--- src/rtl/operand_fetch_if.sv ---
// ---------------------------------------------------------------------------
// operand_fetch_if
//   Bundle of every handshake and bus signal around the operand-fetch
//   controller. The signal groups are:
//     decode    -> in_valid/in_ready, in_rs1/in_rs2/in_rd,
//                  in_use_rs1/in_use_rs2/in_writes_rd
//     reg file  <- rf_enable, rf_read1/2, rf_index1/2
//                -> rf_data1/2 (registered, 1-cycle latency)
//                <- rf_write, rf_index_write, rf_data_write
//     writeback -> wb_valid, wb_rd, wb_data
//     execute   <- out_valid, out_op1/2, out_rd, out_writes_rd
//                -> out_ready
//   The slave modport is the controller. The master modport is the
//   surrounding pipeline (decode, register file, writeback and execute).
// ---------------------------------------------------------------------------
interface operand_fetch_if #(
  parameter int XLEN = 32,
  parameter int IW   = 5
);
  // decode -> controller
  logic            in_valid;
  logic            in_ready;
  logic [IW-1:0]   in_rs1;
  logic [IW-1:0]   in_rs2;
  logic [IW-1:0]   in_rd;
  logic            in_use_rs1;
  logic            in_use_rs2;
  logic            in_writes_rd;

  // register-file read ports
  logic            rf_enable;
  logic            rf_read1;
  logic            rf_read2;
  logic [IW-1:0]   rf_index1;
  logic [IW-1:0]   rf_index2;
  logic [XLEN-1:0] rf_data1;
  logic [XLEN-1:0] rf_data2;

  // register-file write port
  logic            rf_write;
  logic [IW-1:0]   rf_index_write;
  logic [XLEN-1:0] rf_data_write;

  // writeback
  logic            wb_valid;
  logic [IW-1:0]   wb_rd;
  logic [XLEN-1:0] wb_data;

  // controller -> execute
  logic            out_valid;
  logic            out_ready;
  logic [XLEN-1:0] out_op1;
  logic [XLEN-1:0] out_op2;
  logic [IW-1:0]   out_rd;
  logic            out_writes_rd;

  modport slave (
    input  in_valid, in_rs1, in_rs2, in_rd, in_use_rs1, in_use_rs2, in_writes_rd,
    output in_ready,
    output rf_enable, rf_read1, rf_read2, rf_index1, rf_index2,
    input  rf_data1, rf_data2,
    output rf_write, rf_index_write, rf_data_write,
    input  wb_valid, wb_rd, wb_data,
    output out_valid, out_op1, out_op2, out_rd, out_writes_rd,
    input  out_ready
  );

  modport master (
    output in_valid, in_rs1, in_rs2, in_rd, in_use_rs1, in_use_rs2, in_writes_rd,
    input  in_ready,
    input  rf_enable, rf_read1, rf_read2, rf_index1, rf_index2,
    output rf_data1, rf_data2,
    input  rf_write, rf_index_write, rf_data_write,
    output wb_valid, wb_rd, wb_data,
    input  out_valid, out_op1, out_op2, out_rd, out_writes_rd,
    output out_ready
  );
endinterface

--- src/rtl/operand_fetch.sv ---
// ---------------------------------------------------------------------------
// operand_fetch
//   Requester-side controller for a register file with 2 registered read
//   ports and 1 write port. It takes one decoded instruction at a time,
//   issues the register reads, forwards any writeback that lands in the
//   same cycle as the read, and hands the operand pair to execute.
//   A scoreboard of pending destination writes stalls RAW and WAW hazards.
//
//   Ports:
//     clk  - clock
//     rst  - asynchronous, active-low reset
//     bus  - operand_fetch_if.slave (decode, register file, writeback and
//            execute signals; see the interface for the signal list)
//
//   Timing: accept in cycle N, register-file data in cycle N+1 (READ),
//   out_valid in cycle N+2 (OUT). One instruction per 3 cycles at best.
// ---------------------------------------------------------------------------
module operand_fetch #(
  parameter int XLEN = 32,
  parameter int NREG = 32
) (
  input logic             clk,
  input logic             rst,
  operand_fetch_if.slave  bus
);

  localparam int IW = $clog2(NREG);

  typedef enum logic [1:0] {
    IDLE = 2'd0,
    READ = 2'd1,
    OUT  = 2'd2
  } state_t;

  state_t          state;
  logic            rf_enable_q;

  // Scoreboard: one bit per architectural register with a write in flight.
  logic [NREG-1:0] pend;
  logic [NREG-1:0] pend_next;

  // Instruction captured at accept, consumed in READ.
  logic [IW-1:0]   rs1_q;
  logic [IW-1:0]   rs2_q;
  logic [IW-1:0]   rd_q;
  logic            use1_q;
  logic            use2_q;
  logic            writes_q;
  logic            fwd1_q;
  logic            fwd2_q;
  logic [XLEN-1:0] fwd_data_q;

  // Registered outputs to execute.
  logic            out_valid_q;
  logic [XLEN-1:0] op1_q;
  logic [XLEN-1:0] op2_q;
  logic [IW-1:0]   out_rd_q;
  logic            out_writes_q;

  logic            clr_rs1;
  logic            clr_rs2;
  logic            clr_rd;
  logic            hazard;
  logic            in_ready;
  logic            accept;
  logic [XLEN-1:0] op1_sel;
  logic [XLEN-1:0] op2_sel;

  // A writeback landing this cycle retires the pending write, so it must
  // not stall; its value is picked up through the forwarding path instead.
  assign clr_rs1 = bus.wb_valid && (bus.wb_rd == bus.in_rs1);
  assign clr_rs2 = bus.wb_valid && (bus.wb_rd == bus.in_rs2);
  assign clr_rd  = bus.wb_valid && (bus.wb_rd == bus.in_rd);

  assign hazard = (bus.in_use_rs1   && pend[bus.in_rs1] && !clr_rs1) ||
                  (bus.in_use_rs2   && pend[bus.in_rs2] && !clr_rs2) ||
                  (bus.in_writes_rd && pend[bus.in_rd]  && !clr_rd);

  assign in_ready = (state == IDLE) && rf_enable_q && !hazard;
  assign accept   = bus.in_valid && in_ready;

  // Scoreboard update. Set is applied after clear so a same-cycle
  // set/clear of one register leaves it pending (the new writer owns it).
  // NOTE: every variable assigned in always_comb gets a default first;
  // a path that leaves it unassigned would infer a latch.
  always_comb begin
    pend_next = pend;
    if (bus.wb_valid) begin
      pend_next[bus.wb_rd] = 1'b0;
    end
    if (accept && bus.in_writes_rd && (bus.in_rd != '0)) begin
      pend_next[bus.in_rd] = 1'b1;
    end
    pend_next[0] = 1'b0;
  end

  // Operand select in READ: x0 or an unused source reads as zero, then a
  // forwarded writeback wins over the register file, whose read was
  // issued before that write became visible.
  always_comb begin
    op1_sel = bus.rf_data1;
    if ((rs1_q == '0) || !use1_q) begin
      op1_sel = '0;
    end else if (fwd1_q) begin
      op1_sel = fwd_data_q;
    end
  end

  always_comb begin
    op2_sel = bus.rf_data2;
    if ((rs2_q == '0) || !use2_q) begin
      op2_sel = '0;
    end else if (fwd2_q) begin
      op2_sel = fwd_data_q;
    end
  end

  // NOTE: sequential state uses non-blocking assignments so every flop
  // samples the pre-edge values regardless of statement order.
  always_ff @(posedge clk or negedge rst) begin
    if (!rst) begin
      state        <= IDLE;
      rf_enable_q  <= 1'b0;
      pend         <= '0;
      rs1_q        <= '0;
      rs2_q        <= '0;
      rd_q         <= '0;
      use1_q       <= 1'b0;
      use2_q       <= 1'b0;
      writes_q     <= 1'b0;
      fwd1_q       <= 1'b0;
      fwd2_q       <= 1'b0;
      fwd_data_q   <= '0;
      out_valid_q  <= 1'b0;
      op1_q        <= '0;
      op2_q        <= '0;
      out_rd_q     <= '0;
      out_writes_q <= 1'b0;
    end else begin
      rf_enable_q <= 1'b1;
      pend        <= pend_next;

      case (state)
        IDLE: begin
          if (accept) begin
            rs1_q      <= bus.in_rs1;
            rs2_q      <= bus.in_rs2;
            rd_q       <= bus.in_rd;
            use1_q     <= bus.in_use_rs1;
            use2_q     <= bus.in_use_rs2;
            writes_q   <= bus.in_writes_rd;
            fwd1_q     <= clr_rs1;
            fwd2_q     <= clr_rs2;
            fwd_data_q <= bus.wb_data;
            state      <= READ;
          end
        end

        READ: begin
          op1_q        <= op1_sel;
          op2_q        <= op2_sel;
          out_rd_q     <= rd_q;
          out_writes_q <= writes_q;
          out_valid_q  <= 1'b1;
          state        <= OUT;
        end

        OUT: begin
          if (bus.out_ready) begin
            out_valid_q <= 1'b0;
            state       <= IDLE;
          end
        end

        default: begin
          out_valid_q <= 1'b0;
          state       <= IDLE;
        end
      endcase
    end
  end

  // Decode handshake and read-port drive. Strobes are gated by accept so
  // nothing reads while stalled, busy or in reset.
  assign bus.in_ready  = in_ready;
  assign bus.rf_enable = rf_enable_q;
  assign bus.rf_read1  = accept && bus.in_use_rs1;
  assign bus.rf_read2  = accept && bus.in_use_rs2;
  assign bus.rf_index1 = bus.in_rs1;
  assign bus.rf_index2 = bus.in_rs2;

  // Write port is a straight pass-through from writeback.
  assign bus.rf_write       = bus.wb_valid;
  assign bus.rf_index_write = bus.wb_rd;
  assign bus.rf_data_write  = bus.wb_data;

  // Execute side.
  assign bus.out_valid     = out_valid_q;
  assign bus.out_op1       = op1_q;
  assign bus.out_op2       = op2_q;
  assign bus.out_rd        = out_rd_q;
  assign bus.out_writes_rd = out_writes_q;

endmodule

--- src/flat_wrapper.sv ---
// flat-port wrapper written by rule: the top's interface ports become plain ports
module operand_fetch_flat 
#(
  parameter int XLEN = 32,
  parameter int NREG = 32
)
  (clk, rst, bus_in_valid, bus_in_rs1, bus_in_rs2, bus_in_rd, bus_in_use_rs1, bus_in_use_rs2, bus_in_writes_rd, bus_in_ready, bus_rf_enable, bus_rf_read1, bus_rf_read2, bus_rf_index1, bus_rf_index2, bus_rf_data1, bus_rf_data2, bus_rf_write, bus_rf_index_write, bus_rf_data_write, bus_wb_valid, bus_wb_rd, bus_wb_data, bus_out_valid, bus_out_op1, bus_out_op2, bus_out_rd, bus_out_writes_rd, bus_out_ready);
  operand_fetch_if #(.XLEN(XLEN), .IW(5)) bus_i ();
  input logic clk;
  input logic rst;
  input wire logic [$bits(bus_i.in_valid)-1:0] bus_in_valid;
  input wire logic [$bits(bus_i.in_rs1)-1:0] bus_in_rs1;
  input wire logic [$bits(bus_i.in_rs2)-1:0] bus_in_rs2;
  input wire logic [$bits(bus_i.in_rd)-1:0] bus_in_rd;
  input wire logic [$bits(bus_i.in_use_rs1)-1:0] bus_in_use_rs1;
  input wire logic [$bits(bus_i.in_use_rs2)-1:0] bus_in_use_rs2;
  input wire logic [$bits(bus_i.in_writes_rd)-1:0] bus_in_writes_rd;
  output wire logic [$bits(bus_i.in_ready)-1:0] bus_in_ready;
  output wire logic [$bits(bus_i.rf_enable)-1:0] bus_rf_enable;
  output wire logic [$bits(bus_i.rf_read1)-1:0] bus_rf_read1;
  output wire logic [$bits(bus_i.rf_read2)-1:0] bus_rf_read2;
  output wire logic [$bits(bus_i.rf_index1)-1:0] bus_rf_index1;
  output wire logic [$bits(bus_i.rf_index2)-1:0] bus_rf_index2;
  input wire logic [$bits(bus_i.rf_data1)-1:0] bus_rf_data1;
  input wire logic [$bits(bus_i.rf_data2)-1:0] bus_rf_data2;
  output wire logic [$bits(bus_i.rf_write)-1:0] bus_rf_write;
  output wire logic [$bits(bus_i.rf_index_write)-1:0] bus_rf_index_write;
  output wire logic [$bits(bus_i.rf_data_write)-1:0] bus_rf_data_write;
  input wire logic [$bits(bus_i.wb_valid)-1:0] bus_wb_valid;
  input wire logic [$bits(bus_i.wb_rd)-1:0] bus_wb_rd;
  input wire logic [$bits(bus_i.wb_data)-1:0] bus_wb_data;
  output wire logic [$bits(bus_i.out_valid)-1:0] bus_out_valid;
  output wire logic [$bits(bus_i.out_op1)-1:0] bus_out_op1;
  output wire logic [$bits(bus_i.out_op2)-1:0] bus_out_op2;
  output wire logic [$bits(bus_i.out_rd)-1:0] bus_out_rd;
  output wire logic [$bits(bus_i.out_writes_rd)-1:0] bus_out_writes_rd;
  input wire logic [$bits(bus_i.out_ready)-1:0] bus_out_ready;
  assign bus_i.in_valid = bus_in_valid;
  assign bus_i.in_rs1 = bus_in_rs1;
  assign bus_i.in_rs2 = bus_in_rs2;
  assign bus_i.in_rd = bus_in_rd;
  assign bus_i.in_use_rs1 = bus_in_use_rs1;
  assign bus_i.in_use_rs2 = bus_in_use_rs2;
  assign bus_i.in_writes_rd = bus_in_writes_rd;
  assign bus_in_ready = bus_i.in_ready;
  assign bus_rf_enable = bus_i.rf_enable;
  assign bus_rf_read1 = bus_i.rf_read1;
  assign bus_rf_read2 = bus_i.rf_read2;
  assign bus_rf_index1 = bus_i.rf_index1;
  assign bus_rf_index2 = bus_i.rf_index2;
  assign bus_i.rf_data1 = bus_rf_data1;
  assign bus_i.rf_data2 = bus_rf_data2;
  assign bus_rf_write = bus_i.rf_write;
  assign bus_rf_index_write = bus_i.rf_index_write;
  assign bus_rf_data_write = bus_i.rf_data_write;
  assign bus_i.wb_valid = bus_wb_valid;
  assign bus_i.wb_rd = bus_wb_rd;
  assign bus_i.wb_data = bus_wb_data;
  assign bus_out_valid = bus_i.out_valid;
  assign bus_out_op1 = bus_i.out_op1;
  assign bus_out_op2 = bus_i.out_op2;
  assign bus_out_rd = bus_i.out_rd;
  assign bus_out_writes_rd = bus_i.out_writes_rd;
  assign bus_i.out_ready = bus_out_ready;
  operand_fetch #(.XLEN(XLEN), .NREG(NREG)) u_core (.clk(clk), .rst(rst), .bus(bus_i));
endmodule
--- config.mk ---
export PLATFORM = sky130hd
export DESIGN_NAME = operand_fetch_flat
export DESIGN_NICKNAME = d
export VERILOG_FILES = /design/src/rtl/operand_fetch_if.sv /design/src/rtl/operand_fetch.sv /design/src/flat_wrapper.sv
export SDC_FILE = /design/constraint.sdc
export NUM_CORES = 1
export LEC_CHECK = 0
export CAP_MARGIN = 25
export CORE_MARGIN = 2
export CORE_UTILIZATION = 52
export CTS_BUF_LIST = sky130_fd_sc_hd__clkbuf_16
export DETAILED_ROUTE_END_ITERATION = 10
export PLACE_DENSITY = 0.95
export RECOVER_POWER = 25
export SLEW_MARGIN = 10
export SYNTH_ARGS = -nofsm -noshare
export SYNTH_HDL_FRONTEND = slang
export SYNTH_SLANG_ARGS = --single-unit
--- constraint.sdc ---
create_clock -name clk -period 5.3 [get_ports clk]
set_clock_uncertainty 0.1 [all_clocks]
set_input_delay 0.53 -clock clk [delete_from_list [all_inputs] [get_ports clk]]
set_output_delay 0.53 -clock clk [all_outputs]
set_load 0.005 [all_outputs]
==> Word level (Yosys, flattened, before mapping) <==
Index checks and enable logic that the tools add are counted.
{ "op_classes": {"mux": 21, "eq_ne": 7, "order_cmp": 6, "reduce_logical": 35, "n_bitwise": 4} }
{ "op_table": {"columns": ["op", "count"], "rows": [
  ["2-to-1 mux 32 bit", 6],
  ["bitwise AND 32 bit", 1],
  ["NOT 32 bit", 1],
  ["OR 32 bit", 1],
  ["< comparator 5 x 6 -> 1 bit (second input constant)", 4],
  ["logical AND 1 bit", 18],
  ["binary-select mux 1 bit (select 5 bit)", 3],
  ["== test 5 bit", 3],
  ["demux 1 bit (select 5 bit)", 2],
  [">= comparator 5 x 1 -> 1 bit (second input constant)", 2],
  ["logical NOT 5 bit", 2],
  ["logical NOT 1 bit", 6],
  ["2-to-1 mux 1 bit", 6],
  ["case mux 2 bit (3 select lines)", 1],
  ["AND reduction 2 bit", 3],
  ["nonzero test 5 bit", 1],
  ["logical OR 1 bit", 4],
  ["2-to-1 mux 2 bit", 2],
  ["case mux 1 bit (3 select lines)", 1],
  ["== test 2 x 1 -> 1 bit (second input constant)", 1],
  ["== test 2 bit (second input constant)", 1],
  ["logical NOT 2 bit", 1],
  ["inequality test 2 x 1 -> 1 bit (second input constant)", 1],
  ["inequality test 2 bit (second input constant)", 1],
  ["NOT 1 bit", 1]
]} }
{ "totals": {"out_inout_bits": 123, "wordCells": 90, "register_bits": 157} }

==> Depth between registers and ports, before layout <==
{ "depth": {"ltp_word": 12, "ltp_mapped": 10, "mapped_depth_nobuf": 7} }

==> Worst setup path before layout <==
No wires, ideal clock.
{ "synth_timing": {"kind": "input-to-output", "startpoint": "input port bus_in_rd[1]", "endpoint": "output port bus_rf_read1", "path_stages": 8, "n_path_buf": 2, "slack_ns": 2.371, "t_arrival_ns": 2.299, "cell_sequence": "buf_2 > mux2_1 > a221oi_1 > o221ai_1 > o311ai_2 > nand4_2 > clkbuf_1 > nor2_1"} }
{ "synth_between": {"elab_chain_cells": 9, "word_cells_on_any_way": 12} }
{ "synth_rtl": {"columns": ["element", "line", "text"], "rows": [
  ["start, declared", "flat_wrapper.sv:14", "input wire logic [$bits(bus_i.in_rd)-1:0] bus_in_rd;"],
  ["binary-select mux 1 bit (select 5 bit) or == test 5 bit (tied branches)", "operand_fetch.sv:77, operand_fetch.sv:73", null],
  ["2-to-1 mux 1 bit (implied by the code) or logical AND 1 bit (tied branches)", "operand_fetch.sv:77, operand_fetch.sv:73", null],
  ["logical AND 1 bit or logical NOT 1 bit (tied branches)", "operand_fetch.sv:77", "(bus.in_writes_rd && pend[bus.in_rd] && !clr_rd);"],
  ["logical AND 1 bit (*)", "operand_fetch.sv:77", null],
  ["logical OR 1 bit (*)", "operand_fetch.sv:76", "(bus.in_use_rs2 && pend[bus.in_rs2] && !clr_rs2) ||"],
  ["logical NOT 1 bit (*)", "operand_fetch.sv:79", "assign in_ready = (state == IDLE) && rf_enable_q && !hazard;"],
  ["logical AND 1 bit (*)", "operand_fetch.sv:79", null],
  ["logical AND 1 bit (*)", "operand_fetch.sv:80", "assign accept = bus.in_valid && in_ready;"],
  ["logical AND 1 bit (*)", "operand_fetch.sv:187", "assign bus.rf_read1 = accept && bus.in_use_rs1;"],
  ["end, declared", "flat_wrapper.sv:20", "output wire logic [$bits(bus_i.rf_read1)-1:0] bus_rf_read1;"]
]} }
Every way passes the cells marked *; elsewhere a longest branch is shown, timed or not. The select of a mux whose other input is x is not followed.

==> Final worst setup path <==
{ "layout_timing": {"startpoint": "input port bus_in_rs2[0]", "endpoint": "output port bus_rf_read1"} }
{ "layout_between": {"elab_chain_cells": 10, "word_cells_on_any_way": 13} }
{ "layout_rtl": {"columns": ["element", "line", "text"], "rows": [
  ["start, declared", "flat_wrapper.sv:13", "input wire logic [$bits(bus_i.in_rs2)-1:0] bus_in_rs2;"],
  ["binary-select mux 1 bit (select 5 bit) or == test 5 bit (tied branches)", "operand_fetch.sv:76, operand_fetch.sv:72", null],
  ["2-to-1 mux 1 bit (implied by the code) or logical AND 1 bit (tied branches)", "operand_fetch.sv:76, operand_fetch.sv:72", null],
  ["logical AND 1 bit or logical NOT 1 bit (tied branches)", "operand_fetch.sv:76", null],
  ["logical AND 1 bit (*)", "operand_fetch.sv:76", null],
  ["logical OR 1 bit (*)", "operand_fetch.sv:75", "assign hazard = (bus.in_use_rs1 && pend[bus.in_rs1] && !clr_rs1) ||"],
  ["logical OR 1 bit (*)", "operand_fetch.sv:76", null],
  ["logical NOT 1 bit (*)", "operand_fetch.sv:79", null],
  ["logical AND 1 bit (*)", "operand_fetch.sv:79", null],
  ["logical AND 1 bit (*)", "operand_fetch.sv:80", null],
  ["logical AND 1 bit (*)", "operand_fetch.sv:187", null]
]} }
Marked as above.

==> results.py <==
metrics = {
    "status": {
        "status": "complete, but fails checks",
        "violations": "max-capacitance violations, max-slew violations",
    },
    "global_routing": {
        "grt-ovfl-total": 0,
        "grt_max_degree": 95,
        "grt_pass1_wl_um": 38800,
        "gr-usage-all-layers_pct": 30.4,
        "antenna_found_initial": 2,
        "grt_pass1_vias": 6989,
    },
    "timing": {
        "hold_viol": 0,
        "worstMarginPinSlew_ns": 3.39,
        "fmax_mhz": 223,
        "fin_tns_setup_ns": 0,
        "setup_violations": 0,
        "worst_slack_ns": 0.810,
        "slew_violations": 158,
        "slew_headroom_pct": -126,
        "min_period_over_period_pct": 84.7,
        "rsz0062_at_grt": "no",
        "period_needed_ns": 4.49,
    },
    "yosys": {
        "synthSimpleGateAreaFrac_pct": 9.02,
        "ys_types": 48,
        "yosys_warnings": 0,
        "synth_xor_area_share_pct": 1.59,
        "postSynthCellCount": 756,
        "ys_seq_area_share_pct": 47.5,
        "synth_fa_ha_area_share_pct": 0,
        "synth-edff-count": 0,
        "synthMuxAreaShare_pct": 22.5,
        "synth_top_family_by_area": "multiplexers",
        "netlist_area_sq_um": 8280,
        "synth_area_per_cell_sq_um": 11.0,
        "async_flop_share_pct": 100,
        "synth_fp_nets": 880,
        "synthFlopType": "dfrtp_1",
        "synth_compound_area_share_pct": 11.7,
        "ys_seq_elements": 157,
    },
    "placed_design": {
        "post-place-ws_ns": 0.802,
        "finalWeightedCongestion": 1.02,
        "place_hpwl_um": 17700,
        "io_buffers": 246,
    },
    "clock_network": {
        "clk_latency_ns": 0.42,
        "clk_path_buf_depth": 2,
        "cts_root_buf": "clkbuf_16",
        "cts_sinks": 157,
        "path_clk_slew_ns": 0.06,
        "cts_buffers": 17,
        "postCtsSetupBuffers": 0,
        "htreeDepth": 4,
        "cts_tree": "built",
    },
    "final_layout": {
        "syn_to_final_growth_pct": 34.1,
        "multi_input_area_sq_um": 3730,
        "drive_above_1_share_pct": 8.95,
        "regArea_sq_um": 3930,
        "fill_cells": 1076,
        "utilization_pct": 70.7,
        "nets": 1050,
    },
    "critical_path": {
        "cp_max_fo": 19,
        "worstSetupEndpointType": "output port",
        "arrival_ns": 3.86,
        "startpoint_type": "primary input",
        "critPathRequiredTime_ns": 4.67,
        "worstSetupPathType": "primary input to output port",
    },
    "die": {
        "chipWidth_um": 130,
        "dieArea_sq_um": 16900,
        "core_sq_um": 15700,
        "rows": 46,
        "start_util_pct": 52.7,
        "die_h_um": 130,
        "pin_count": 247,
    },
    "route": {
        "wl_met2_um": 12300,
        "met3_wirelength_um": 2590,
        "top_layer_used": "met4",
        "post-route-drc-count": 0,
        "drtPass1Iterations": 6,
        "ant_nets": 0,
        "viasPerCell": 5.94,
        "wirelength_met1_um": 9420,
        "wl_um": 25400,
        "vias": 6876,
        "drt_iter0_drc": 789,
        "wire_per_inst_um": 21.9,
    },
    "pwr": {
        "ir_drop_v": 0.000224,
        "power.density_nw_per_um2": 398,
        "fin_total_pwr_uw": 4420,
        "p_leak_uw": 0.00444,
    },
    "job": {
        "maxCapViolations": 2,
    },
    "min_path": {
        "min_path_type": "flop to flop",
    },
}
## Yosys cell counts (2+ instances only)
cell type  number  area share (%)
a221oi_1        4            0.42
o21ai_0        63             3.8
or3b_2          2            0.21
mux2_1         48             6.5
o31ai_1        65             5.9
nor3b_1         4            0.36
mux4_2         12             3.3
nand3b_1        7            0.63
o21ai_1         2            0.12
and3b_1         3            0.32
nor2_1          9            0.41
and3_1          5            0.38
xor2_1         12             1.3
mux2i_1        79             9.6
buf_2           9            0.54
nand2_1       105             4.8
clkbuf_1       39             1.8
xnor2_1         3            0.32
a21oi_1         2            0.12
buf_4          49             4.4
or4_1           2            0.18
a22oi_1         5            0.45
dfrtp_1       157              47
mux2_2         23             3.1
inv_1           5            0.23
buf_1           6            0.27
nor2b_1         5            0.38
nand3_1         7            0.42
nor4_1          3            0.23
buf_6           3            0.41
## layer usage
layer / vias up / GRT usage [%]
li1: 3023 / -
met3: 85 / 8.08
met2: 411 / 50.4
met5: - / 0
met1: 3357 / 37.3
met4: 0 / 14.0
## cell families after synthesis
family,Yosys count
muxes,162
DFF,157
xor gates and xnor gates,15
and+or+nand+nor,160
AOI/OAI and AO/OA,149
other,1
buffers and inverters,112
## metrics by stage
| stage | std cells | hold slack, ns | cell area [sq um] |
|---|---|---|---|
| floorplan | 756 | 0.134 | 8280 |
| global placement | 1120 | 0.358 | 10500 |
| detailed placement | 1121 | 0.366 | 10500 |
| CTS | 1154 | 0.380 | 11100 |
| global route | 1157 | 0.392 | 11100 |
| finish | 1157 | 0.374 | 11100 |
## final timing paths
check | to | cells past startpoint | slack (ns) | from
max in group asynchronous | u_core.pend[14]$_DFF_PN0_ | 3 | 1.17 | rst
min in group asynchronous | u_core.pend[24]$_DFF_PN0_ | 2 | 1.67 | rst
setup reg to reg | u_core.bus.out_rd[3]$_DFFE_PN0P_ | 3 | 1.11 | u_core.state[1]$_DFFE_PN0P_
hold reg to reg | u_core.bus.out_op2[29]$_DFFE_PN0P_ | 2 | 0.37 | u_core.bus.out_op2[29]$_DFFE_PN0P_
hold / removal | u_core.bus.out_op2[29]$_DFFE_PN0P_ | 2 | 0.37 | u_core.bus.out_op2[29]$_DFFE_PN0P_
setup / recovery | bus_rf_read1 | 8 | 0.81 | bus_in_rs2[0]
## repair_timing
action / 4_1_cts / 5_1_grt
gates resized for setup: 0 / 0
endpoints found under the setup margin: 0 / 0
hold buffers: 1 / 0
endpoints found under the hold margin: 8 / 0
## final cells by class
class / count / share of cell area [%]
Timing Repair Buffer: 257 / 23.0
Tap cell: 216 / 2.43
Clock buffer: 17 / 3.83
Multi-Input combinational cell: 487 / 33.6
Clock inverter: 15 / 1.44
Inverter: 6 / 0.203
Antenna cell: 2 / 0.0451
Sequential cell: 157 / 35.4
## layout by cell type, fill, tap and decap left out, drive strengths merged, types with 3 or more instances in the layout
master / n
nand3: 7
a221oi: 4
xnor2: 3
nor2b: 5
nor2: 9
mux4: 12
clkinvlp: 3
a22oi: 5
and3b: 3
o31ai: 65
o21ai: 65
and3: 5
inv: 12
clkinv: 4
buf: 9
mux2: 71
xor2: 12
mux2i: 79
clkbuf: 19
dlygate4sd3: 6
nand2: 105
nor3b: 4
clkdlybuf4s50: 240
dfrtp: 157
nand3b: 7
nor4: 3
## state kept, by name, indices dropped and copies added (netlist names), 2 cells and up
signal              flops
u_core.bus.out_rd       5
u_core.state            2
u_core.fwd_data_q      32
u_core.pend            31
u_core.bus.out_op1     32
u_core.rs2_q            5
u_core.bus.out_op2     32
u_core.rs1_q            5
u_core.rd_q             5
## where the power goes
part	leakage [uW]	internal (uW)	switching (uW)
sequential	0.00199	1580	275
clock	0.000277	701	517
combinational	0.00217	782	570
total	0.00444	3060	1360
## worst max-delay path, cell delays in order
cell             delay [ns]
clkdlybuf4s50_1        0.90
mux4_2                 0.59
nor2b_1                0.14
o31ai_1                0.09
o2111ai_1              0.25
nand4_2                0.46
nor2_1                 0.34
clkdlybuf4s50_1        0.55
Note: power is estimated with default switching activity, not from simulation.
